[src/rtl/fifo_buffer.sv]
// Synchronous byte FIFO between the UART receive stage and a downstream consumer.
// Registered read data with a one-cycle rvalid pulse and sticky overflow/underflow flags for debug.
module fifo_buffer #(
    parameter int DATA_W = 8,
    parameter int ADDR_W = 4
) (
    input  logic              clk,
    input  logic              reset,
    input  logic [DATA_W-1:0] data_in,
    input  logic              we,
    output logic              busy,
    input  logic              re,
    output logic [DATA_W-1:0] data_out,
    output logic              rvalid,
    output logic              empty,
    output logic              full,
    output logic [ADDR_W:0]   count,
    output logic              overflow,
    output logic              underflow
);

    localparam int DEPTH = 1 << ADDR_W;
    localparam logic [ADDR_W:0] DEPTH_CNT = {1'b1, {ADDR_W{1'b0}}};

    logic [DATA_W-1:0] mem [DEPTH];
    logic [ADDR_W-1:0] wp;
    logic [ADDR_W-1:0] rp;
    logic              wr_ok;
    logic              rd_ok;

    // Handshake: a write is taken when we=1 and full=0; a read is taken when re=1 and
    // empty=0 and answers with data_out plus a single rvalid pulse after that same edge.
    // Both decisions use the pre-edge count, so a slot freed this cycle cannot take a write.
    assign empty = (count == '0);
    assign full  = (count == DEPTH_CNT);
    assign busy  = full;
    assign wr_ok = we & ~full;
    assign rd_ok = re & ~empty;

    // Storage has no reset; entries are only meaningful once written.
    always_ff @(posedge clk) begin
        if (reset && wr_ok) begin
            mem[wp] <= data_in;
        end
    end

    always_ff @(posedge clk) begin
        if (!reset) begin
            wp        <= '0;
            rp        <= '0;
            count     <= '0;
            data_out  <= '0;
            rvalid    <= 1'b0;
            overflow  <= 1'b0;
            underflow <= 1'b0;
        end else begin
            rvalid <= rd_ok;
            if (wr_ok) begin
                wp <= wp + 1'b1;
            end
            if (rd_ok) begin
                data_out <= mem[rp];
                rp       <= rp + 1'b1;
            end
            if (we && full) begin
                overflow <= 1'b1;
            end
            if (re && empty) begin
                underflow <= 1'b1;
            end
            case ({wr_ok, rd_ok})
                2'b10:   count <= count + 1'b1;
                2'b01:   count <= count - 1'b1;
                default: count <= count;
            endcase
        end
    end

endmodule

[config.mk]
export PLATFORM = sky130hd
export DESIGN_NAME = fifo_buffer
export DESIGN_NICKNAME = d
export VERILOG_FILES = /design/src/rtl/fifo_buffer.sv
export SDC_FILE = /design/constraint.sdc
export NUM_CORES = 1
export LEC_CHECK = 0
export ABC_AREA = 1
export ABC_CLOCK_PERIOD_IN_PS = 3600
export CORE_UTILIZATION = 27
export CTS_BUF_LIST = sky130_fd_sc_hd__clkbuf_2
export CTS_CLUSTER_DIAMETER = 30
export DETAILED_ROUTE_END_ITERATION = 12
export GPL_ROUTABILITY_DRIVEN = 0
export GPL_TIMING_DRIVEN = 1
export SETUP_SLACK_MARGIN = 0.3
export SLEW_MARGIN = 0
export SYNTH_ARGS = -nofsm -noshare
export SYNTH_HDL_FRONTEND = slang
export SYNTH_SLANG_ARGS = --single-unit
[constraint.sdc]
create_clock -name clk -period 3.6 [get_ports clk]
set_clock_uncertainty 0.1 [all_clocks]
set_input_delay 0.72 -clock clk [delete_from_list [all_inputs] [get_ports clk]]
set_output_delay 0.72 -clock clk [all_outputs]
set_load 0.03 [all_outputs]
==> reports/results.ini, run 1 <==
[clocking]
htree_levels = 4
cts_tree = done
insertion_delay_ns = 0.74
clkSlewWorstSetupHoldPaths_ns = 0.23
hold_buffers = 0
cts.path.max_buffers = 2
clock-root-buffer = clkbuf_2
post_cts_resize_count = 0
cts_buffers = 17
cts.sinks = 152
post_cts_buffers = 0

[timing]
timing.setup.tns_ns = 0
post-route-period-util = 0.846
hold_violations = 0
clock.fmax_mhz = 328
worst_pin_slew_ns = 1.20
slew_headroom = 0.197
rsz0062_at_grt = false
maxSlewViolCount = 0
setup_viol = 0
min_period_ns = 3.04
whs_ns = 0.401

[hold_path]
hp-start = overflow
hold_end = overflow
hold_path_depth = 2
worstHoldPathType = reg -> reg

[yosys]
avgSynthCellArea_um2 = 9.83
synthMuxAreaShare = 0
synth-compound-area-share = 0.0189
synth_top_area_cell = edfxtp_1
synth_cell_types = 23
ys_seq_area_frac = 0.652
synth_top_family_by_area = simple AND/OR/NAND/NOR gates
syn_inst = 675
synthArstFlopShare = 0
synth-edff-count = 128
yosys_warnings = 0
syn_area_um2 = 6640
synth_top_flop_cell = edfxtp_1
netlist.area_leader.share = 0.579
synth.area.top_cells = edfxtp_1, nand2_1, nand3_1
synth.most_common_cell = nand2_1
netlist_top_cells_count = nand2_1, edfxtp_1, nand3_1
synth_xor_area_frac = 0.00660
synth_seq_cells = 152
synth_nets = 697
synth-simple-area-share = 0.224
synthAdderAreaFrac = 0.0200

[run_status]
outcome = complete, no violations

[power]
power_density_nw_per_um2 = 617
ir_drop_v = 0.000330
power_switching_mw = 1.75
clock_power_share = 0.206
leakage_nw = 3.05
sw_frac_of_total = 0.380
power.internal_mw = 2.85
pwr-share-seq = 0.453
comb_power_share = 0.341

[grt]
grt_pass1_wl_um = 23900
grt_pass1_vias = 4260
antenna_found_initial = 1
grt_use_total = 0.125
grt_overflow = 0
grt_max_degree = 67

[floorplanning]
initial_utilization = 0.274
io_pins = 31
core.rowCount = 57
core_area_um2 = 24200
dieArea_um2 = 25200
die_w_um = 159
die_h_um = 159

[critical_path]
required_ns = 2.78
worstReg2RegEnd = count[4]
crit_fanout = 4
reg2reg_from = count[1]
cpMaxStageDelayCell = clkdlybuf4s50_1
r2r_cells = 14
crit_start = count[2]
cp_slowest_stage_delay_ns = 0.67
critical_path.cell_chain = nor2_1 -> nand4_1 -> inv_1 -> clkdlybuf4s50_1
worst-path-stages = 4
end_kind = primary output
cp_top_family = buffers and inverters
r2r_setup_slack_ns = 1.18
arrival_ns = 2.22
cp-start-kind = flop
crit_type = reg -> out
crit_buf_inv = 2

[routing]
via_per_inst = 4.27
drtIter0Drc = 387
vias = 4433
ant_nets = 0
wl_per_cell_um = 14.6
drt-total-wl_um = 15100
drc = 0
drt-pass1-iter-count = 6

[job]
maxCapViolCount = 0

[cells_and_area]
area_growth_pct = 12.2
nets = 722
drive_gt1_frac = 0.0603
fillers = 2498
final-instance-count-excl-fill = 1038

[placed_design]
dp_hpwl_um = 9420
portBuffers = 30
dp.cells = 1005

-- layer usage --
layer	vias up	track usage	wire (µm)
met5	-	0	0
met4	0	0.0459	270
met3	19	0.0313	662
met2	111	0.191	7020
met1	2066	0.170	7160
li1	2237	-	-
-- final cells by class --
type	instances	area [µm²]	area share
flip-flops and latches	152	4330	0.581
clock buffers	21	105	0.0141
repair buffers	36	345	0.0464
inverters	94	353	0.0474
diodes	1	2.50	0.000336
well taps	324	405	0.0545
clock inverters	11	119	0.0160
multi-input cells	399	1790	0.240
-- sequential cells by signal (all words and copies together), names as in the netlist --
signal	flops
wp	4
overflow	1
data_out	8
mem	128
count	5
underflow	1
rp	4
rvalid	1
-- how the worst max path moves through the flow --
| stage | endpoint | slack, ns |
|---|---|---|
| floorplan | count[4] | 1.10 |
| global placement | count[4] | 0.71 |
| detailed placement | count[4] | 0.66 |
| CTS | busy | 0.48 |
| global route | busy | 0.33 |
| finish | busy | 0.56 |
-- placed cells by master (no fill, tap or decap), types with 2 or more instances in the layout --
master,instances
nand2_1,217
edfxtp_1,128
nand3_1,98
inv_1,89
nor2_1,40
clkdlybuf4s50_1,30
dfxtp_1,23
clkbuf_2,21
a21oi_1,14
ha_1,9
o21ai_0,8
buf_4,6
clkinv_1,4
xor2_1,4
inv_4,4
inv_2,3
nand2_2,3
nand4_1,2
clkinv_4,2
bufinv_16,2
-- stage by stage --
step / power [mW] / util / cell area, µm² / setup WS, ns
after global placement: 3.68 / 0.299 / 7220 / 0.711
after floorplan: 3.20 / - / 6640 / 1.10
after detailed placement: 3.69 / 0.299 / 7220 / 0.661
after global routing: 4.88 / 0.308 / 7440 / 0.329
final: 4.59 / 0.308 / 7440 / 0.555
after CTS: 4.63 / 0.308 / 7440 / 0.483
-- cells by family (layout without fill, tap and decap cells) --
family          after synthesis  in the layout
buf+inv                     124            162
xor+xnor                      5              5
fa+ha+maj                    10             10
compound gates               24             24
other cells                   0              1
simple gates                360            360
flops                       152            152
-- worst register-to-register path: cells and delay by family, from the launching register on --
kind            cells  cell delay, ns
compound gates      3            0.34
fa+ha+maj           2            0.68
buf+inv             4            0.36
flops               1            0.45
simple gates        5            0.43
-- power by group through the flow --
stage                     Sequential [mW]  Clock [mW]  Combinational (mW)
after global placement               2.12           0                1.56
after CTS                            2.08       0.976                1.57
after detailed placement             2.12           0                1.57
after global routing                 2.10        1.05                1.73
final                                2.08       0.947                1.56
after floorplan                      2.24           0               0.956
Note: power is estimated with default switching activity, not from simulation.
==> inputs of run 2 (changes only) <==
ABC_CLOCK_PERIOD_IN_PS = 2670   (was 3600)
clock period = 2.67 ns   (was 3.6 ns; I/O delays follow)
==> run 2 against run 1 <==
- worst setup slack lost 0.15 ns
- combinational power is 35% higher
- flip-flop and latch count stayed put
- critical path depth decreased by 2
- worst hold slack got worse by 0.030 ns
- total power rose by 33%
- core utilization up 0.76 points
- non-clock buffer count rose by 25
- global-route usage is 0.32 points lower
- routed wire length down 2.0%
- register-to-register slack worse by 0.65 ns
==> reports/results.ini, run 2 (synthesized netlist as in run 1, its figures left out) <==
[placed_design]
portBuffers = 30
dp.cells = 1029
postPlaceCellArea_um2 = 7420
dp_hpwl_um = 9330
pre_cts_ws_ns = 0.124

[clocking]
clkSlewWorstSetupHoldPaths_ns = 0.20
cts_tree = done
cts_buffers = 17
insertion_delay_ns = 0.71
clock-root-buffer = clkbuf_2
hold_buffers = 0
cts.path.max_buffers = 2
cts.sinks = 152
htree_levels = 4

[cells_and_area]
final_cell_mix = nand2_1, edfxtp_1, nand3_1, inv_1, nor2_1
nets = 747
fin_area_um2 = 7630
regMostFlops = mem
area_growth_pct = 14.9
final-instance-count-excl-fill = 1063
final_common_cell = nand2_1
top_regs = mem x128, data_out x8, count x5
largest_reg_flops = 128
final_util = 0.315
drive_gt1_frac = 0.102

[grt]
grt_pass1_vias = 4263
grt_max_degree = 67
antenna_found_initial = 1
grt_overflow = 0
grt_pass1_wl_um = 23200
grt_use_total = 0.122

[timing]
maxSlewViolCount = 0
hold_violations = 0
rsz0062_at_grt = true
worst_pin_slew_ns = 0.745
slew_headroom = 0.503
setup_viol = 0
whs_ns = 0.371
setup_slack_ns = 0.407
post-route-period-util = 0.848
timing.setup.tns_ns = 0
min_period_ns = 2.26
clock.fmax_mhz = 442

[floorplanning]
die_w_um = 159
die_h_um = 159
dieArea_um2 = 25200
initial_utilization = 0.274
io_pins = 31
core.rowCount = 57
core_area_um2 = 24200

[power]
power.total_mw = 6.12
leakage_nw = 3.24
clock_power_share = 0.195
pwr-share-seq = 0.460
comb_power_share = 0.344
power_switching_mw = 2.30
power_density_nw_per_um2 = 802
ir_drop_v = 0.000365
power.internal_mw = 3.82
sw_frac_of_total = 0.375

[routing]
drt-total-wl_um = 14800
wl_per_cell_um = 13.9
drc = 0
vias = 4538
drt-pass1-iter-count = 7
drtIter0Drc = 360
via_per_inst = 4.27
ant_nets = 0

[hold_path]
worstHoldPathType = in -> reg

[critical_path]
required_ns = 2.04
cp-start-kind = flop
end_kind = primary output
arrival_ns = 1.63
crit_fanout = 4
crit_type = reg -> out

[job]
maxCapViolCount = 0

[run_status]
outcome = complete, no violations

## run 2: changes by cell type in the layout (fill, tap and decap cells not counted), sizes merged
cell,previous run,this run
buf,6,34
clkdlybuf4s50,30,11
clkinv,6,11
clkinvlp,0,1
dlygate4sd2,0,16
inv,97,91
## run 2: final timing paths
kind / from / to / slack, ns / depth (start not counted)
setup reg to reg: count[1] / count[4] / 0.53 / 14
hold reg to reg: overflow / overflow / 0.39 / 2
setup / recovery: count[2] / count[2] / 0.41 / 2
hold / removal: we / overflow / 0.37 / 3
## run 2: timing repair
action / CTS / global route
setup buffers: 0 / 1
gates resized for setup: 30 / 12
endpoints found under the setup margin: 19 / 4
pin swaps: 0 / 3
## run 2: layer usage
metal,global-route usage,routed length (µm),vias to the layer above
met4,0.0485,229,0
met3,0.0277,679,15
met1,0.158,6890,2131
li1,-,-,2294
met2,0.196,7010,98
met5,0,0,-
## run 2: critical path, cell delays in order (launching register included)
cell and delay (ns):
dfxtp_4 0.42, buf_4 0.11, dlygate4sd2_1 0.38
## run 2: layout make-up
type / instances / area [µm²]
diodes: 1 / 2.50
clock buffers: 21 / 105
clock inverters: 11 / 106
fillers: 2481 / 16500
inverters: 94 / 353
multi-input cells: 399 / 1800
flip-flops and latches: 152 / 4330
well taps: 324 / 405
repair buffers: 61 / 526
## run 2: power groups by stage
stage               combinational, mW  clock (mW)  sequential, mW
CTS                              2.10        1.24            2.81
floorplan                        1.29           0            3.03
finish                           2.11        1.20            2.82
global route                     2.36        1.32            2.84
global placement                 2.14           0            2.87
detailed placement               2.17           0            2.87
==> inputs of run 3 (changes only) <==
ABC_CLOCK_PERIOD_IN_PS = 2200   (was 2670)
clock period = 2.2 ns   (was 2.67 ns; I/O delays follow)
==> run 3 against run 2 <==
- count of clock-buffer cells in the layout is the same
- critical path type is now reg -> reg
- flip-flop and latch count is the same
- final cell count grew 2.1%
- worst setup slack lost 0.38 ns
- die area is the same
- critical path depth grew 13
==> reports/results.ini, run 3 (synthesized netlist as in run 1, its figures left out) <==
[run_status]
outcome = complete, no violations

[timing]
hold_violations = 0
maxSlewViolCount = 0
post-route-period-util = 0.986
worst_pin_slew_ns = 0.668
setup_slack_ns = 0.0305
timing.setup.tns_ns = 0
rsz0062_at_grt = true
min_period_ns = 2.17
setup_viol = 0
clock.fmax_mhz = 461
slew_headroom = 0.553

[floorplanning]
core_area_um2 = 24200
initial_utilization = 0.274
core.rowCount = 57
dieArea_um2 = 25200
die_h_um = 159
die_w_um = 159
io_pins = 31

[power]
ir_drop_v = 0.000499
power_density_nw_per_um2 = 1040
leakage_nw = 3.44

[cells_and_area]
drive_gt1_frac = 0.213
area_growth_pct = 24.8
area.sequential_um2 = 4360
multi_input_area_um2 = 2020
top_regs = mem x128, data_out x8, count x5
antenna_cells = 0
final_util = 0.343
final_common_cell = nand2_1
regMostFlops = mem
final-instance-count-excl-fill = 1085
fillers = 2417
nets = 770
largest_reg_flops = 128
final_cell_mix = nand2_1, edfxtp_1, nand3_1, inv_1, buf_4

[clocking]
cts_tree = done
cts.path.max_buffers = 2
insertion_delay_ns = 0.71
cts.sinks = 152
hold_buffers = 0
cts_buffers = 17
clkSlewWorstSetupHoldPaths_ns = 0.20
clock-root-buffer = clkbuf_2
htree_levels = 4

[routing]
drc = 0
wl_per_cell_um = 14.2
via_per_inst = 4.30
drt-total-wl_um = 15400
ant_nets = 0
drtIter0Drc = 429
drt-pass1-iter-count = 5
vias = 4670

[grt]
grt_max_degree = 67
grt_pass1_wl_um = 24200
grt_pass1_vias = 4537
grt_overflow = 0
grt_use_total = 0.125
antenna_found_initial = 0

[placed_design]
portBuffers = 30
dp_hpwl_um = 9540
dp.cells = 1039
pre_cts_ws_ns = -0.159

[hold_path]
hold_path_depth = 3
worstHoldPathType = in -> reg

[critical_path]
crit_type = reg -> reg
reg2reg_from = count[3]
required_ns = 2.74
worstReg2RegEnd = count[4]
r2r_cells = 15
end_kind = flop
r2r_setup_slack_ns = 0.03
crit_start = count[3]
cp-start-kind = flop
crit_fanout = 4
arrival_ns = 2.71
endpoint = count[4]

[job]
maxCapViolCount = 0

[run 3: cell type report]
class | instances | area share
sequential | 152 | 0.526
tap | 324 | 0.0489
inverter | 94 | 0.0433
clock inverter | 11 | 0.0273
timing repair buffer | 84 | 0.0974
clock buffer | 21 | 0.0127
multi-input combinational | 399 | 0.244
[run 3: timing repair]
action	4_1_cts	5_1_grt
setup buffers	7	7
gates cloned	0	0
resized for setup	118	101
setup endpoints to repair	22	125
endpoints found under the hold margin	0	0
pin swaps	8	19
[run 3: per-layer routing]
metal	routed length, µm	global-route usage	vias to the layer above
met5	0	0	-
met4	157	0.0313	0
met3	769	0.0290	15
met2	7740	0.216	121
met1	6710	0.157	2195
li1	-	-	2339
[run 3: power breakdown]
group | internal, mW | switching, mW
Clock | 1.09 | 0.951
Sequential | 3.33 | 0.137
Combinational | 1.20 | 1.90
Total | 5.62 | 2.99
[run 3: stage by stage]
step | power [mW] | area, µm² | hold slack (ns)
floorplan | 5.34 | 6690 | 0.372
global placement | 6.24 | 7550 | 0.356
detailed placement | 6.26 | 7550 | 0.366
CTS | 8.44 | 7950 | 0.232
global route | 9.13 | 8290 | 0.233
finish | 8.61 | 8290 | 0.298
[run 3: critical path, stage by stage (launching register included)]
cell and delay [ns]:
dfxtp_4 0.41, nor2_4 0.10, nand4_1 0.10, buf_4 0.15
nand2_2 0.07, inv_2 0.05, ha_4 0.16, buf_6 0.13
ha_4 0.26, nand2_2 0.09, nand2_1 0.06, a21oi_1 0.13
nand2_1 0.06, nand2_1 0.06, nand2_1 0.05, a21oi_1 0.14
[run 3: worst min path at each step]
stage / slack [ns] / startpoint / end
after floorplan: 0.37 / wp[3] / wp[3]
after global placement: 0.36 / underflow / underflow
after detailed placement: 0.37 / underflow / underflow
after CTS: 0.23 / re / underflow
after global routing: 0.23 / re / underflow
final: 0.30 / re / underflow
